## config.mk

```make
export PLATFORM = sky130hd
export DESIGN_NAME = efuse_arbiter
export DESIGN_NICKNAME = d
export VERILOG_FILES = /design/src/rtl/efuse_arbiter.sv
export SDC_FILE = /design/constraint.sdc
export NUM_CORES = 1
export LEC_CHECK = 0
export BUFFER_PORTS_ARGS = -buffer_cell sky130_fd_sc_hd__buf_2
export CORE_MARGIN = 2
export CORE_UTILIZATION = 48
export CTS_BUF_LIST = sky130_fd_sc_hd__clkbuf_16
export CTS_CLUSTER_SIZE = 20
export DETAILED_ROUTE_END_ITERATION = 8
export PLACE_DENSITY = 0.79
export SLEW_MARGIN = 20
export SYNTH_ARGS = -nofsm -noshare
export SYNTH_HDL_FRONTEND = slang
export SYNTH_SLANG_ARGS = --single-unit
```

## constraint.sdc

```tcl
create_clock -name clk -period 2.45 [get_ports clk]
set_clock_uncertainty 0.2 [all_clocks]
set_input_delay 0.245 -clock clk [delete_from_list [all_inputs] [get_ports clk]]
set_output_delay 0.245 -clock clk [all_outputs]
set_load 0.05 [all_outputs]
```

## src/rtl/efuse_arbiter.sv

```systemverilog
// efuse_arbiter: round-robin arbiter sharing the eFuse controller port between two requesters,
// with write lock, illegal-op rejection and ack/done timeout.
module efuse_arbiter #(
   parameter int TIMEOUT_CYC = 4096,
   parameter int TW          = 13
) (
   input  logic        clk,
   input  logic        rst_n,
   input  logic        rq0_wr,
   input  logic        rq0_rd,
   input  logic [31:0] rq0_wdata,
   output logic        rq0_done,
   output logic        rq0_err,
   output logic [31:0] rq0_rdata,
   input  logic        rq1_wr,
   input  logic        rq1_rd,
   input  logic [31:0] rq1_wdata,
   output logic        rq1_done,
   output logic        rq1_err,
   output logic [31:0] rq1_rdata,
   input  logic        efuse_lock,
   output logic        wr,
   output logic        rd,
   output logic [31:0] data_write,
   input  logic [31:0] data_read,
   input  logic        ack,
   input  logic        wr_done,
   input  logic        rd_done,
   output logic        busy
);
   typedef enum logic [2:0] {IDLE, CHECK, REQ, WAIT, RESP} state_t;
   state_t        state_q, state_d;
   logic          id_q, id_d, pri_q, pri_d, opw_q, opw_d, opr_q, opr_d, err_q, err_d;
   logic [31:0]   wdata_q, wdata_d, rdata0_q, rdata0_d, rdata1_q, rdata1_d;
   logic [TW-1:0] cnt_q, cnt_d;
   logic [2:0]    hs_q, hs_p_q;
   logic          p0, p1, gnt, bad, tmo, ack_e, done_e;

   // controller pulses span several clk cycles: only their rising edges count
   assign ack_e  = hs_q[0] & ~hs_p_q[0];
   assign done_e = opw_q ? (hs_q[1] & ~hs_p_q[1]) : (hs_q[2] & ~hs_p_q[2]);
   assign p0     = rq0_wr | rq0_rd;
   assign p1     = rq1_wr | rq1_rd;
   assign gnt    = (p0 & p1) ? pri_q : p1;
   assign bad    = opw_q & (opr_q | efuse_lock);
   assign tmo    = cnt_q == TW'(TIMEOUT_CYC - 1);

   always_comb begin
      state_d  = state_q;
      id_d     = id_q;
      pri_d    = pri_q;
      opw_d    = opw_q;
      opr_d    = opr_q;
      err_d    = err_q;
      wdata_d  = wdata_q;
      rdata0_d = rdata0_q;
      rdata1_d = rdata1_q;
      cnt_d    = cnt_q;
      case (state_q)
         IDLE: if (p0 | p1) begin
            id_d    = gnt;
            opw_d   = gnt ? rq1_wr : rq0_wr;
            opr_d   = gnt ? rq1_rd : rq0_rd;
            wdata_d = gnt ? rq1_wdata : rq0_wdata;
            state_d = CHECK;
         end
         CHECK: begin
            cnt_d   = '0;
            err_d   = bad;
            state_d = bad ? RESP : REQ;
         end
         REQ: begin
            cnt_d = cnt_q + TW'(1);
            if (ack_e) begin
               cnt_d   = '0;
               state_d = WAIT;
            end else if (tmo) begin
               err_d   = 1'b1;
               state_d = RESP;
            end
         end
         WAIT: begin
            cnt_d = cnt_q + TW'(1);
            if (done_e) begin
               rdata0_d = (opr_q & ~id_q) ? data_read : rdata0_q;
               rdata1_d = (opr_q & id_q) ? data_read : rdata1_q;
               err_d    = 1'b0;
               state_d  = RESP;
            end else if (tmo) begin
               err_d   = 1'b1;
               state_d = RESP;
            end
         end
         RESP: begin
            pri_d   = ~id_q;
            state_d = IDLE;
         end
         default: state_d = IDLE;
      endcase
   end

   always_ff @(posedge clk or negedge rst_n) begin
      if (!rst_n) begin
         state_q  <= IDLE;
         id_q     <= 1'b0;
         pri_q    <= 1'b0;
         opw_q    <= 1'b0;
         opr_q    <= 1'b0;
         err_q    <= 1'b0;
         wdata_q  <= '0;
         rdata0_q <= '0;
         rdata1_q <= '0;
         cnt_q    <= '0;
         hs_q     <= '0;
         hs_p_q   <= '0;
      end else begin
         state_q  <= state_d;
         id_q     <= id_d;
         pri_q    <= pri_d;
         opw_q    <= opw_d;
         opr_q    <= opr_d;
         err_q    <= err_d;
         wdata_q  <= wdata_d;
         rdata0_q <= rdata0_d;
         rdata1_q <= rdata1_d;
         cnt_q    <= cnt_d;
         hs_q     <= {rd_done, wr_done, ack};
         hs_p_q   <= hs_q;
      end
   end

   assign busy       = state_q != IDLE;
   assign wr         = (state_q == REQ) & opw_q;
   assign rd         = (state_q == REQ) & opr_q;
   assign data_write = wdata_q;
   assign rq0_done   = (state_q == RESP) & ~id_q;
   assign rq1_done   = (state_q == RESP) & id_q;
   assign rq0_err    = rq0_done & err_q;
   assign rq1_err    = rq1_done & err_q;
   assign rq0_rdata  = rdata0_q;
   assign rq1_rdata  = rdata1_q;
endmodule

```

* After elaboration in Yosys (flattened, before gate mapping)
Index checks and enable logic that the tools add are counted.
** Storage, ports and cells
- Word-level logic and storage cells :: 65
- Output and inout port bits :: 103
- Register bits :: 123
- Input bits :: 106
** Operators by class
- Reduce and logical (&&, ||, !) cells :: 7
- Muxes and demuxes :: 17
- Bitwise logic cells :: 21
- $add $sub $neg :: 1
- Equal/unequal tests :: 7
** Operators by type and width (number)
- $pmux W13 S3 :: 1
- $mux W32 :: 1
- $mux W3 :: 5
- $add A13 B1 Y13 const B :: 1
- $and A1 B1 Y1 :: 13
- $eq A13 B12 Y1 const B :: 1
- $mux W13 :: 1
- $pmux W3 S4 :: 1
- $mux W1 :: 7
- $eq A3 B2 Y1 const B :: 2
- $reduce_and A3 Y1 :: 2
- $reduce_bool A3 Y1 :: 2
- $ne A2 B2 Y1 const B :: 2
- $not A1 Y1 :: 4
- $or A1 B1 Y1 :: 4
- $reduce_and A2 Y1 :: 2
- $eq A3 B1 Y1 const B :: 1
- $eq A3 B3 Y1 const B :: 1
- $logic_not A3 Y1 :: 1
- $pmux W1 S3 :: 1

* Longest topological paths before layout
- Word-level depth :: 5
- Mapped depth :: 6
- Depth with buffers taken out :: 5

* Worst setup path after synthesis
Ideal clock, no wire load.
- Path kind :: register to output
- Start point :: register state_q[2]
- End point :: output wr
- Buffers on the path :: 1
- Setup slack :: 143 ps
- Data required time :: 2005 ps
- Cell stages (with the launch flop) :: 4
- Data arrival time :: 1862 ps
- Cells stage by stage :: dfrtp_1 > buf_2 > nand2b_1 > nor3b_1
** Between the ends
- Cells in the longest elaborated chain, start to end :: 2
** RTL lines
- from (decl) :: RTL line 32 : state_t state_q, state_d;
- from (signal assigned) :: RTL line 117 : state_q <= state_d;
- $eq A3 B2 Y1 :: RTL line 133 : assign wr = (state_q == REQ) & opw_q;
- $and A1 B1 Y1 :: RTL line 133
- to (decl) :: RTL line 22 : output logic wr,
Every way passes these cells.

* Final worst setup path
- Start point :: input rq0_rd
- End point :: register opr_q
** Between the ends
- Cells in the longest elaborated chain, start to end :: 4
- Elaborated cells on any way between the ends :: 6
- Those cells by class :: mux (2); bitwise (3); reduce/logical (1)
** RTL lines
- from (decl) :: RTL line 10 : input logic rq0_rd,
- $or A1 B1 Y1 :: RTL line 42 : assign p0 = rq0_wr | rq0_rd;
- $and A1 B1 Y1 :: RTL line 44 : assign gnt = (p0 & p1) ? pri_q : p1;
- $mux W1 :: RTL line 44
- $mux W1 :: RTL line 63 : opr_d = gnt ? rq1_rd : rq0_rd;
- to (signal assigned) :: RTL line 121 : opr_q <= opr_d;
- to (decl) :: RTL line 33 : logic id_q, id_d, pri_q, pri_d, opw_q, opw_d, opr_q, opr_d, err_q, err_d;
Several ways; a longest one is shown, not always the timed one.
A chain may end at the register's enable or synchronous reset.

==> impl_metrics.ini <==
[outcome]
status = finished, final reports clean

[cts]
cts_sinks = 123
clkTransAtPathRegs_ns = 0.05
cts-buffers-inserted = 17
cts-root-buf = clkbuf_16
tritoncts = built
h-tree-depth = 4
cts_setup_buffers = 0
worstSkewPairLatency_ns = 0.41
cts_buffer_depth = 2

[critical_path]
critical-path-slowest-cell = dlygate4sd3_1
r2r_slack_ns = 0.13
end_kind = flip-flop
r2r_end = opr_q
crit_path_start_kind = primary input
r2r_cells = 6
worst-endpoint-arrival_ns = 2.51
worstReg2RegStart = pri_q
crit_buf_inv = 4
critPathMaxStageDelay_ns = 0.57
cp_max_fo = 3
cp_top_family = buffers and inverters
critical_path.cell_chain = dlygate4sd3_1 -> buf_2 -> o21bai_4 -> nand2_1 -> nand2_1 -> dlygate4sd3_1 -> a31oi_1 -> dlygate4sd3_1
crit_type = in2reg
cp_data_required_time_ns = 2.53
crit_path_frequent_cell = dlygate4sd3_1

[synth]
yosys.area.top_type = dfrtp_1
synth_top_area_share_pct = 59.26
synth_cell_types = 43
syn-num-nets = 517
synth_area_leaders = dfrtp_1 59%, mux2_2 13%, mux2i_1 6.2%, nor2_1 3.7%, a21oi_1 3.6%
yosysSeqAreaShare_pct = 59.26
syn_avg_cell_area_sq_um = 12.67
ys_ff_latch = 123
netlist_area_sq_mm = 0.005194
yosysWarnings = 0
syn_inst = 410

[power]
vdd_drop_max_mv = 0.9664
powerDensity_mw_per_mm2 = 1471
cellLeakagePower_nw = 3.898

[place]
placed_area_sq_mm = 0.006400
place_congestion = 0.8739
dp_hpwl_um = 9173
io_buffers = 208
detailedPlace.worstSlack_ns = 0.2823

[floorplan]
die_y_um = 108.0
num_rows = 37
dieArea_sq_mm = 0.01167
start_util_pct = 49.86
die-width_um = 108.0
fp.coreArea_sq_mm = 0.01042
ioPinCount = 209

[route]
drt_first_pass_iters = 4
routed_wl_um = 15830
ant_nets = 0
viasPerCell = 5.314
drc = 0
wl_per_cell_um = 18.01
via_count = 4671
initialDrtViolationCount = 368

[timing]
tightest_slew_ns = 0.6054
final-max-slew-violation-count = 0
setup_viol = 0
fin_ws_ns = 0.02330
fin_crit_sh_pct = 99.05
holdWs_ns = 0.09370
fmax_ghz = 0.4121
finalCriticalPeriod_ns = 2.427
slew_headroom_pct = 59.27
hold_viol = 0

[finish]
regArea_sq_mm = 0.003078
multi_input_area_sq_mm = 0.001984
final_nets = 836
syn_to_final_growth_pct = 54.73
fin_util_pct = 77.15
fillers = 611
final_area_sq_mm = 0.008036
drive_gt1_share_pct = 42.86

[grt]
overflow = 0
grt_pass1_wl_um = 24650
grt_pass1_vias = 4959
grt_max_degree = 65
antenna_found_initial = 0
grtUsageTotal_pct = 27.84

[job]
drv_cap = 0

[min_path]
min_path_type = in2async
==> sequential cells by signal, indices dropped and copies added (netlist names) <==
register / flops
state_q: 3
rq1_rdata: 32
hs_p_q: 3
err_q: 1
data_write: 32
pri_q: 1
id_q: 1
hs_q: 3
cnt_q: 13
opw_q: 1
opr_q: 1
rq0_rdata: 32
==> area by class of cell <==
class,count,share of cell area (%)
sequential,123,38.30
clock buffer,17,5.293
inverter,3,0.1401
multi-input combinational,262,24.69
clock inverter,15,1.744
tap,136,2.117
antenna,1,0.03114
timing repair buffer,322,27.68
==> report_power, final <==
| part | switching, W | internal, W |
|---|---|---|
| clock network | 0.000949 | 0.00141 |
| logic | 0.00428 | 0.00172 |
| registers | 0.000598 | 0.00287 |
| total | 0.00583 | 0.00600 |
==> metrics by stage <==
| stage | TNS (ns) | total power [W] | std cells |
|---|---|---|---|
| final | 0 | 0.01183 | 879 |
| after CTS | 0 | 0.01165 | 878 |
| after detailed placement | 0 | 0.009056 | 741 |
| after global routing | -0.004246 | 0.01236 | 878 |
| after floorplan | 0 | 0.007667 | 410 |
| after global placement | 0 | 0.008879 | 741 |
==> cells by family (layout without fill, tap and decap cells) <==
logic type,count (synthesis),after routing,share of synthesized area [%]
muxes,98,98,20.48
DFF,123,123,59.26
and+or+nand+nor,101,101,9.925
other,0,1,0
xor gates and xnor gates,8,8,1.349
buffers and inverters,25,357,2.891
AOI/OAI and AO/OA,54,54,5.854
adders and majority gates,1,1,0.2409
==> how the worst max path moves through the flow <==
stage,startpoint,end,slack [ns],cells past startpoint
2_1_floorplan,state_q[2],wr,0.14,3
3_3_place_gp,state_q[0],rq0_rdata[26],0.39,5
3_5_place_dp,state_q[0],rq0_rdata[2],0.28,5
4_1_cts,rq0_rd,opr_q,0.05,8
5_1_grt,rq0_rd,opr_q,-0.004,8
6_report,rq0_rd,opr_q,0.02,8
==> layout by cell type, fill, tap and decap left out, types with 3 or more instances in the layout <==
| cell type | n |
|---|---|
| or3_1 | 4 |
| buf_2 | 207 |
| clkbuf_16 | 17 |
| xnor2_1 | 6 |
| nand3_1 | 4 |
| buf_4 | 5 |
| nand4_1 | 4 |
| clkinvlp_4 | 5 |
| inv_1 | 3 |
| mux2_2 | 60 |
| nor4_1 | 4 |
| o21ai_0 | 6 |
| a21oi_1 | 37 |
| nand2_1 | 10 |
| and3_1 | 3 |
| nor3_1 | 6 |
| dfrtp_1 | 123 |
| inv_6 | 4 |
| buf_12 | 5 |
| dlygate4sd3_1 | 105 |
| mux2_1 | 6 |
| nor2_1 | 51 |
| mux2i_1 | 32 |
==> metal layers <==
metal  vias to the layer above  part of all wire, %  global-route usage, %
met4                         0                  2.8                  12.18
met5                         -                    0                      0
met2                       265                   52                  48.83
li1                       2090                    -                      -
met1                      2278                   37                  31.19
met3                        38                  8.2                  8.680
==> cells in the mapped netlist (all sizes together) <==
library cell  count
mux2i            32
and3              3
xor2              2
ha                1
nor3              6
a311oi            1
nand3             4
or2               1
nand2            10
and2              2
a31oi             2
nor2b             1
nor2             52
a211o             1
o21a              1
nand4b            1
o21ai             6
nand2b            1
o21ba             1
buf              20
and4bb            1
nor3b             4
or3               4
o21bai            2
nor4              5
a21oi            37
nand4             5
inv               3
a22o              2
mux2             66
xnor2             6
and2b             1
clkbuf            2
a31o              1
dfrtp           123
==> timing repair <==
action / in CTS / in global routing
endpoints found under the setup margin: 0 / 11
hold buffers: 105 / 0
hold endpoints to repair: 224 / 0
resized for setup: 0 / 3
Note: power is estimated with default switching activity, not from simulation.
